$ cat src/rtl/alu_pkg.sv
// Shared ALU control encoding, used by the ALU decoder and the execute-stage ALU.
package alu_pkg;

  localparam int ALU_CTRL_W = 3;

  typedef logic [ALU_CTRL_W-1:0] alu_ctrl_t;

  localparam alu_ctrl_t ALU_ADD = 3'b000;
  localparam alu_ctrl_t ALU_SUB = 3'b001;
  localparam alu_ctrl_t ALU_AND = 3'b010;
  localparam alu_ctrl_t ALU_OR  = 3'b011;
  localparam alu_ctrl_t ALU_SLT = 3'b101;

  function automatic logic alu_is_legal(input alu_ctrl_t ctrl);
    return (ctrl == ALU_ADD) || (ctrl == ALU_SUB) || (ctrl == ALU_AND) ||
           (ctrl == ALU_OR)  || (ctrl == ALU_SLT);
  endfunction

endpackage

$ cat src/rtl/alu_core.sv
// Combinational ALU datapath: one control code and two operands in,
// result plus signed-overflow and illegal-code flags out.
module alu_core
  import alu_pkg::*;
#(
  parameter int WIDTH = 32
) (
  input  logic [ALU_CTRL_W-1:0] control,
  input  logic [WIDTH-1:0]      a,
  input  logic [WIDTH-1:0]      b,
  output logic [WIDTH-1:0]      result,
  output logic                  overflow,
  output logic                  illegal
);

  logic [WIDTH-1:0] sum;
  logic [WIDTH-1:0] diff;
  logic             ovf_add;
  logic             ovf_sub;
  logic             slt_bit;

  assign sum  = a + b;
  assign diff = a - b;

  assign ovf_add = (a[WIDTH-1] == b[WIDTH-1]) && (sum[WIDTH-1]  != a[WIDTH-1]);
  assign ovf_sub = (a[WIDTH-1] != b[WIDTH-1]) && (diff[WIDTH-1] != a[WIDTH-1]);

  // Sign of the difference corrected by overflow gives a full-range signed compare.
  assign slt_bit = diff[WIDTH-1] ^ ovf_sub;

  always_comb begin
    result   = '0;
    overflow = 1'b0;
    illegal  = 1'b0;
    case (control)
      ALU_ADD: begin
        result   = sum;
        overflow = ovf_add;
      end
      ALU_SUB: begin
        result   = diff;
        overflow = ovf_sub;
      end
      ALU_AND: result = a & b;
      ALU_OR:  result = a | b;
      ALU_SLT: result = {{(WIDTH-1){1'b0}}, slt_bit};
      default: illegal = 1'b1;
    endcase
  end

endmodule

$ cat src/rtl/alu_pipe.sv
// Two-stage execute-stage ALU: S1 registers the operation, S2 registers the
// computed result and flags. Valid/ready flow control on both sides.
module alu_pipe
  import alu_pkg::*;
#(
  parameter int WIDTH = 32
) (
  input  logic                  clk,
  input  logic                  reset_n,
  input  logic                  in_valid,
  output logic                  in_ready,
  input  logic [ALU_CTRL_W-1:0] alu_control,
  input  logic [WIDTH-1:0]      src_a,
  input  logic [WIDTH-1:0]      src_b,
  output logic                  out_valid,
  input  logic                  out_ready,
  output logic [WIDTH-1:0]      result,
  output logic                  zero,
  output logic                  overflow,
  output logic                  illegal
);

  // Handshake: a transfer happens on a rising edge where valid && ready are both
  // high; a producer holds its payload stable while valid && !ready, and ready
  // may depend combinationally on the consumer's ready (in_ready follows out_ready).
  logic                  s1_valid;
  logic [ALU_CTRL_W-1:0] s1_ctrl;
  logic [WIDTH-1:0]      s1_a;
  logic [WIDTH-1:0]      s1_b;
  logic                  s2_valid;

  logic                  s2_adv;
  logic                  s1_adv;
  logic                  accept;

  logic [WIDTH-1:0]      core_result;
  logic                  core_overflow;
  logic                  core_illegal;

  assign s2_adv    = !s2_valid || out_ready;
  assign s1_adv    = s1_valid && s2_adv;
  assign in_ready  = !s1_valid || s2_adv;
  assign accept    = in_valid && in_ready;
  assign out_valid = s2_valid;

  always_ff @(posedge clk or negedge reset_n) begin
    if (!reset_n) begin
      s1_valid <= 1'b0;
      s1_ctrl  <= '0;
      s1_a     <= '0;
      s1_b     <= '0;
    end else begin
      // When in_ready is high S1 is either empty or moving into S2 this edge.
      if (in_ready) s1_valid <= in_valid;
      if (accept) begin
        s1_ctrl <= alu_control;
        s1_a    <= src_a;
        s1_b    <= src_b;
      end
    end
  end

  alu_core #(.WIDTH(WIDTH)) u_core (
    .control  (s1_ctrl),
    .a        (s1_a),
    .b        (s1_b),
    .result   (core_result),
    .overflow (core_overflow),
    .illegal  (core_illegal)
  );

  always_ff @(posedge clk or negedge reset_n) begin
    if (!reset_n) begin
      s2_valid <= 1'b0;
      result   <= '0;
      zero     <= 1'b0;
      overflow <= 1'b0;
      illegal  <= 1'b0;
    end else begin
      if (s2_adv) s2_valid <= s1_valid;
      // Payload only loads on a real refill, so a drained S2 keeps its last value.
      if (s1_adv) begin
        result   <= core_result;
        zero     <= (core_result == '0);
        overflow <= core_overflow;
        illegal  <= core_illegal;
      end
    end
  end

endmodule
$ cat config.mk
export PLATFORM = sky130hd
export DESIGN_NAME = alu_pipe
export DESIGN_NICKNAME = d
export VERILOG_FILES = /design/src/rtl/alu_pkg.sv /design/src/rtl/alu_core.sv /design/src/rtl/alu_pipe.sv
export SDC_FILE = /design/constraint.sdc
export NUM_CORES = 1
export LEC_CHECK = 0
export ABC_AREA = 0
export CAP_MARGIN = 20
export CORE_MARGIN = 2
export CORE_UTILIZATION = 58
export CTS_CLUSTER_DIAMETER = 30
export DETAILED_ROUTE_END_ITERATION = 10
export GPL_TIMING_DRIVEN = 0
export PLACE_DENSITY_LB_ADDON = 0.3
export SYNTH_ARGS = -nofsm -noshare
export SYNTH_HDL_FRONTEND = slang
export SYNTH_SLANG_ARGS = --single-unit
$ cat constraint.sdc
create_clock -name clk -period 5.8 [get_ports clk]
set_input_delay 1.45 -clock clk [delete_from_list [all_inputs] [get_ports clk]]
set_output_delay 1.45 -clock clk [all_outputs]
set_load 0.01 [all_outputs]
== Word-level counts from Yosys, hierarchy flattened ==
Cells that the tools add are included.

* Output and inout port bits: 37
* Bits of input ports: 71
* Word-level logic and storage cells: 36
* Register bits: 104

* Bitwise gates (word level): 3
* Muxes and demuxes: 3
* Equality and inequality tests: 8
* Reductions and logical operators: 11
* $add $sub $neg: 2

{| class="wikitable"
|+ Operators with widths
! kind !! count
|-
| 32-bit case mux with 5 select lines || 1
|-
| 32-bit adder || 1
|-
| 32-bit bitwise AND || 1
|-
| 32-bit logical NOT || 1
|-
| 32-bit OR || 1
|-
| 32-bit subtractor || 1
|-
| 3-bit by 2-bit == test with 1-bit output (second input constant) || 2
|-
| 5-bit OR reduction || 1
|-
| 1-bit logical AND || 4
|-
| 3-bit by 1-bit == test with 1-bit output (second input constant) || 1
|-
| 3-bit == test (second input constant) || 1
|-
| 3-bit logical NOT || 1
|-
| 1-bit inequality test || 3
|-
| 1-bit logical NOT || 2
|-
| 1-bit logical OR || 2
|-
| 1-bit case mux with 2 select lines || 1
|-
| 1-bit == test || 1
|-
| 1-bit two-way mux || 1
|-
| 1-bit bitwise XOR || 1
|}

== Logic depth before layout (Yosys ltp) ==
* Depth in word-level cells: 6
* Mapped depth: 25
* Gate-level depth less buffers: 24

== Cells and area by module ==
Synthesis repeated with hierarchy kept, for this count alone.

* Cells, all modules: 1005
* Area total of the unflattened synthesis: 9121.2 µm²

{| class="wikitable"
|+ By module, submodules not included
! module !! cells each !! area an instance (µm²) !! instances
|-
| alu_core || 772 || 4999.8 || 1
|-
| alu_pipe || 233 || 4121.5 || 1
|}

== Worst setup path after synthesis ==
OpenSTA, ideal clock, no wires.

* Kind: flip-flop to flip-flop
* Start: register s1_a[19]
* End: register zero
* Stages on the path, launching flop included: 25
* Setup slack: 1.363 ns
* Path buffers: 1
* Arrival: 4.370 ns
* Cells stage by stage: dfrtp_1 > inv_1 > ha_1 > clkbuf_1 > nor4_1 > nor3b_1 > nand2_1 > o211ai_1 > o311ai_0 > o31ai_1 > a21oi_1 > nor2_1 > nor2_1 > fa_1 > nand3b_1 > o21ai_0 > a21oi_1 > nand2_1 > nor4_1 > o2111a_1 > nand4_1 > nor4_1 > o2111ai_1 > nor4b_2 > a32o_1

* Cells in the longest elaborated chain, start to end: 6

{| class="wikitable"
|+ RTL lines
! element !! RTL line !! text
|-
| start, declared || alu_pipe.sv:28 || <nowiki>logic [WIDTH-1:0] s1_a;</nowiki>
|-
| start signal, assigned || alu_pipe.sv:57 || <nowiki>s1_a <= src_a;</nowiki>
|-
| 32-bit subtractor || alu_core.sv:23 || <nowiki>assign diff = a - b;</nowiki>
|-
| 1-bit inequality test || alu_core.sv:26 || <nowiki>assign ovf_sub = (a[WIDTH-1] != b[WIDTH-1]) && (diff[WIDTH-1] != a[WIDTH-1]);</nowiki>
|-
| 1-bit logical AND || alu_core.sv:26 ||
|-
| 1-bit bitwise XOR || alu_core.sv:29 || <nowiki>assign slt_bit = diff[WIDTH-1] ^ ovf_sub;</nowiki>
|-
| 32-bit case mux with 5 select lines (*) || alu_core.sv:35 || <nowiki>case (control)</nowiki>
|-
| 32-bit logical NOT (*) || alu_pipe.sv:84 || <nowiki>zero <= (core_result == '0);</nowiki>
|-
| end signal, assigned || alu_pipe.sv:84 ||
|-
| end, declared || alu_pipe.sv:18 || <nowiki>output logic zero,</nowiki>
|}

Mark *: on every way between the ends. The rest lies on a longest branch, timed or not.
A chain may end at the register's enable or synchronous reset.

== Worst setup path in the final report ==
* Start: register s1_b[14]
* End: register zero

* Cells in the longest elaborated chain, start to end: 6

{| class="wikitable"
|+ RTL lines
! element !! RTL line !! text
|-
| start, declared || alu_pipe.sv:29 || <nowiki>logic [WIDTH-1:0] s1_b;</nowiki>
|-
| start signal, assigned || alu_pipe.sv:58 || <nowiki>s1_b <= src_b;</nowiki>
|-
| 32-bit subtractor || alu_core.sv:23 ||
|-
| 1-bit inequality test || alu_core.sv:26 ||
|-
| 1-bit logical AND || alu_core.sv:26 ||
|-
| 1-bit bitwise XOR || alu_core.sv:29 ||
|-
| 32-bit case mux with 5 select lines (*) || alu_core.sv:35 ||
|-
| 32-bit logical NOT (*) || alu_pipe.sv:84 ||
|}

Marks and branches as above.

==> impl_metrics.py <==
metrics = {
    "worst_setup_path": {
        "critPathMaxStageDelay_ns": 0.64,
        "crit_type": "reg2reg",
        "cp_slowest_cell": "o31ai_1",
        "timing.critical_path.required_ns": 6.10,
        "endpoint_kind": "flip-flop",
        "start_kind": "flip-flop",
        "arrival_ns": 5.95,
        "crit_chain": "inv_1 -> ha_1 -> clkbuf_1 -> o31ai_1 -> a22oi_1 -> o211ai_1 -> o311ai_1 -> o31ai_1 -> a21oi_1 -> nor2_1 -> nor2_1 -> fa_1 -> nand3b_1 -> o21ai_0 -> a21oi_1 -> nand2_1 -> nor4_1 -> o2111a_1 -> nand4_1 -> nor4_1 -> o2111ai_1 -> nor4b_2 -> a32o_1",
        "cp_max_fo": 10,
    },
    "global_route": {
        "antenna_found_initial": 1,
        "grt_use_total_pct": 37.8,
        "grt_overflow": 0,
        "grt_pass1_vias": 8794,
        "grt_pass1_wl_um": 49000,
        "grt_max_degree": 62,
    },
    "detailed_routing": {
        "drt_iter0_drc": 962,
        "drc_errors": 0,
        "drt_wl_total_um": 32000,
        "final_antenna_net_count": 0,
        "viasPerCell": 6.48,
        "vias": 9246,
        "dr.pass1.iters": 5,
        "wl_per_cell_um": 22.4,
    },
    "synth": {
        "syn_nets": 1265,
        "avgSynthCellArea_um2": 8.58,
        "synth-seq-area-share_pct": 27.9,
        "synth-edff-count": 0,
        "synth_ff_type": "dfrtp_1",
        "synth_cells": 1087,
        "synth_seq_cells": 104,
        "synth_area_um2": 9330,
        "ys_async_sr_fraction_pct": 100,
        "synth.distinct_cells": 82,
        "yosysWarnings": 0,
    },
    "cells_and_area": {
        "num_antenna_cells": 0,
        "num-nets-final": 1383,
        "design_area_um2": 11000,
        "syn_to_final_growth_pct": 18.0,
        "final_cell_mix": "106 x clkdlybuf4s50_1, 104 x ha_1, 104 x dfrtp_1",
        "final_common_cell": "clkdlybuf4s50_1",
        "drive_gt1_share_pct": 12.3,
        "finalCoreUtilization_pct": 69.5,
    },
    "power": {
        "powerDensity_nw_per_um2": 348,
        "ir_worst_vdd_mv": 0.225,
        "power_leakage_nw": 4.90,
    },
    "cts": {
        "cts_tree": "yes",
        "cts_buffers": 9,
        "clock_sinks": 104,
        "ctsHoldBuffers": 0,
        "post_cts_resized": 0,
        "post-cts-setup-buffer-count": 0,
        "cts-root-buf": "clkbuf_16",
        "clk_pin_slew_worst_paths_ns": 0.08,
        "clock_latency_ns": 0.36,
        "clk_path_buf_depth": 2,
        "h-tree-depth": 3,
    },
    "placement": {
        "dpl.hpwl_um": 24900,
        "place_congestion": 1.04,
        "dpl_cell_area_um2": 10700,
        "port_buffers": 107,
    },
    "floorplanning": {
        "start_util_pct": 58.9,
        "dieArea_um2": 17100,
        "ioPinCount": 108,
        "dieHeight_um": 131,
        "rows": 46,
        "chipWidth_um": 131,
        "fp.coreArea_um2": 15800,
    },
    "status": {
        "status": "completed",
    },
    "sta": {
        "post-route-min-period_ns": 5.64,
        "finalCritPeriodShare_pct": 97.3,
        "hold_viol": 0,
        "slew_headroom_pct": 33.1,
        "fmax_ghz": 0.177,
        "rsz0062_at_grt": "no",
        "skew_ns": 0.00583,
        "maxSlewViolCount": 0,
        "worstMarginPinSlew_ns": 1.00,
        "setup_viol_count_final": 0,
    },
    "run": {
        "cap_violations": 0,
    },
    "hold_path": {
        "hold_path.class": "reg2reg",
    },
}
-- cells in the mapped netlist (4+ instances only) --
master    instances  area, µm²
o21ai_0          55        275
o32ai_1           4       35.0
nand2_1          97        364
nand3_1          17       85.1
mux2i_1           8       80.1
a221o_1           4       40.0
a31oi_1           9       56.3
a211o_1           5       43.8
clkbuf_1         35        131
ha_1            104       1300
o21bai_1          4       30.0
and3_1            8       50.1
o21ai_1           5       25.0
a21o_1           11       82.6
nor3b_1           4       30.0
nor2b_1           9       56.3
o31ai_1          14        105
nor3_1           32        160
o22ai_1           4       25.0
nand4_1           8       50.1
buf_2            22        110
nand3b_1          4       30.0
inv_1            94        353
a21oi_1          84        420
o21a_1            9       67.6
nor4_1           14       87.6
dfrtp_1         104       2600
o311ai_0          4       35.0
nand2b_1         19        119
mux2_2           77        867
xnor2_1          15        131
a211oi_1         20        150
o211a_1           4       40.0
xor2_1            5       43.8
nor2_1           72        270
o211ai_1         19        143
-- power breakdown --
part | leakage (nW) | total, mW | switching (mW) | internal (mW)
sequential | 1.25 | 1.01 | 0.130 | 0.877
clock | 0.144 | 0.629 | 0.315 | 0.314
combinational | 3.50 | 2.20 | 1.33 | 0.867
-- worst paths after layout --
| check | from | end | slack, ns | depth (start not counted) |
|---|---|---|---|---|
| worst max-delay path | s1_b[14] | zero | 0.16 | 23 |
| worst min-delay path | result[25] | result[25] | 0.48 | 2 |
| worst max register to register | s1_b[14] | zero | 0.16 | 23 |
| worst min register to register | result[25] | result[25] | 0.48 | 2 |
| max in group asynchronous | reset_n | s1_a[24] | 4.04 | 2 |
| min in group asynchronous | reset_n | s1_b[4] | 1.07 | 1 |
-- cell type report --
class	count	area, µm²
fillers	1248	4820
well taps	216	270
multi-input cells	826	6110
inverters	95	357
clock inverters	6	61.3
clock buffers	10	239
flip-flops and latches	104	2600
repair buffers	108	1100
plain buffers	61	265
-- routing by layer --
layer	vias to the layer above	global-route usage, %	routed length [µm]	share of wire [%]
li1	4120	-	-	-
met1	4409	53.3	13400	42
met2	617	56.9	13900	43
met3	98	8.22	3580	11
met4	2	14.8	1070	3.3
met5	-	0	14	0.044
-- cells by family after synthesis --
logic type / count (synthesis) / share of synthesized area [%]
compound gates: 311 / 22.8
simple gates: 301 / 15.5
buf+inv: 157 / 6.71
fa+ha+maj: 107 / 14.6
flops: 104 / 27.9
mux: 87 / 10.6
xor+xnor: 20 / 1.88
-- sequential cells by signal, indices dropped and copies added (netlist names) --
| register | flops |
|---|---|
| illegal | 1 |
| out_valid | 1 |
| overflow | 1 |
| result | 32 |
| s1_a | 32 |
| s1_b | 32 |
| s1_ctrl | 3 |
| s1_valid | 1 |
| zero | 1 |
-- worst max-delay path: cells and delay by family, from the launching register on --
kind	cells	cell delay (ns)
flops	1	0.42
buf+inv	2	0.37
simple gates	8	1.36
compound gates	11	2.69
fa+ha+maj	2	0.73
-- through the flow --
step | hold slack [ns] | power (mW) | setup WS, ns | cells | setup TNS, ns
global route | 0.517 | 4.03 | 0.0149 | 1426 | 0
finish | 0.484 | 3.83 | 0.158 | 1426 | 0
floorplan | 0.506 | 2.35 | 1.36 | 1087 | 0
global placement | 0.462 | 3.07 | -0.476 | 1410 | -48.56
CTS | 0.492 | 3.75 | 0.152 | 1427 | 0
detailed placement | 0.474 | 3.12 | 0.190 | 1411 | 0
(Power assumes the default switching activity.)
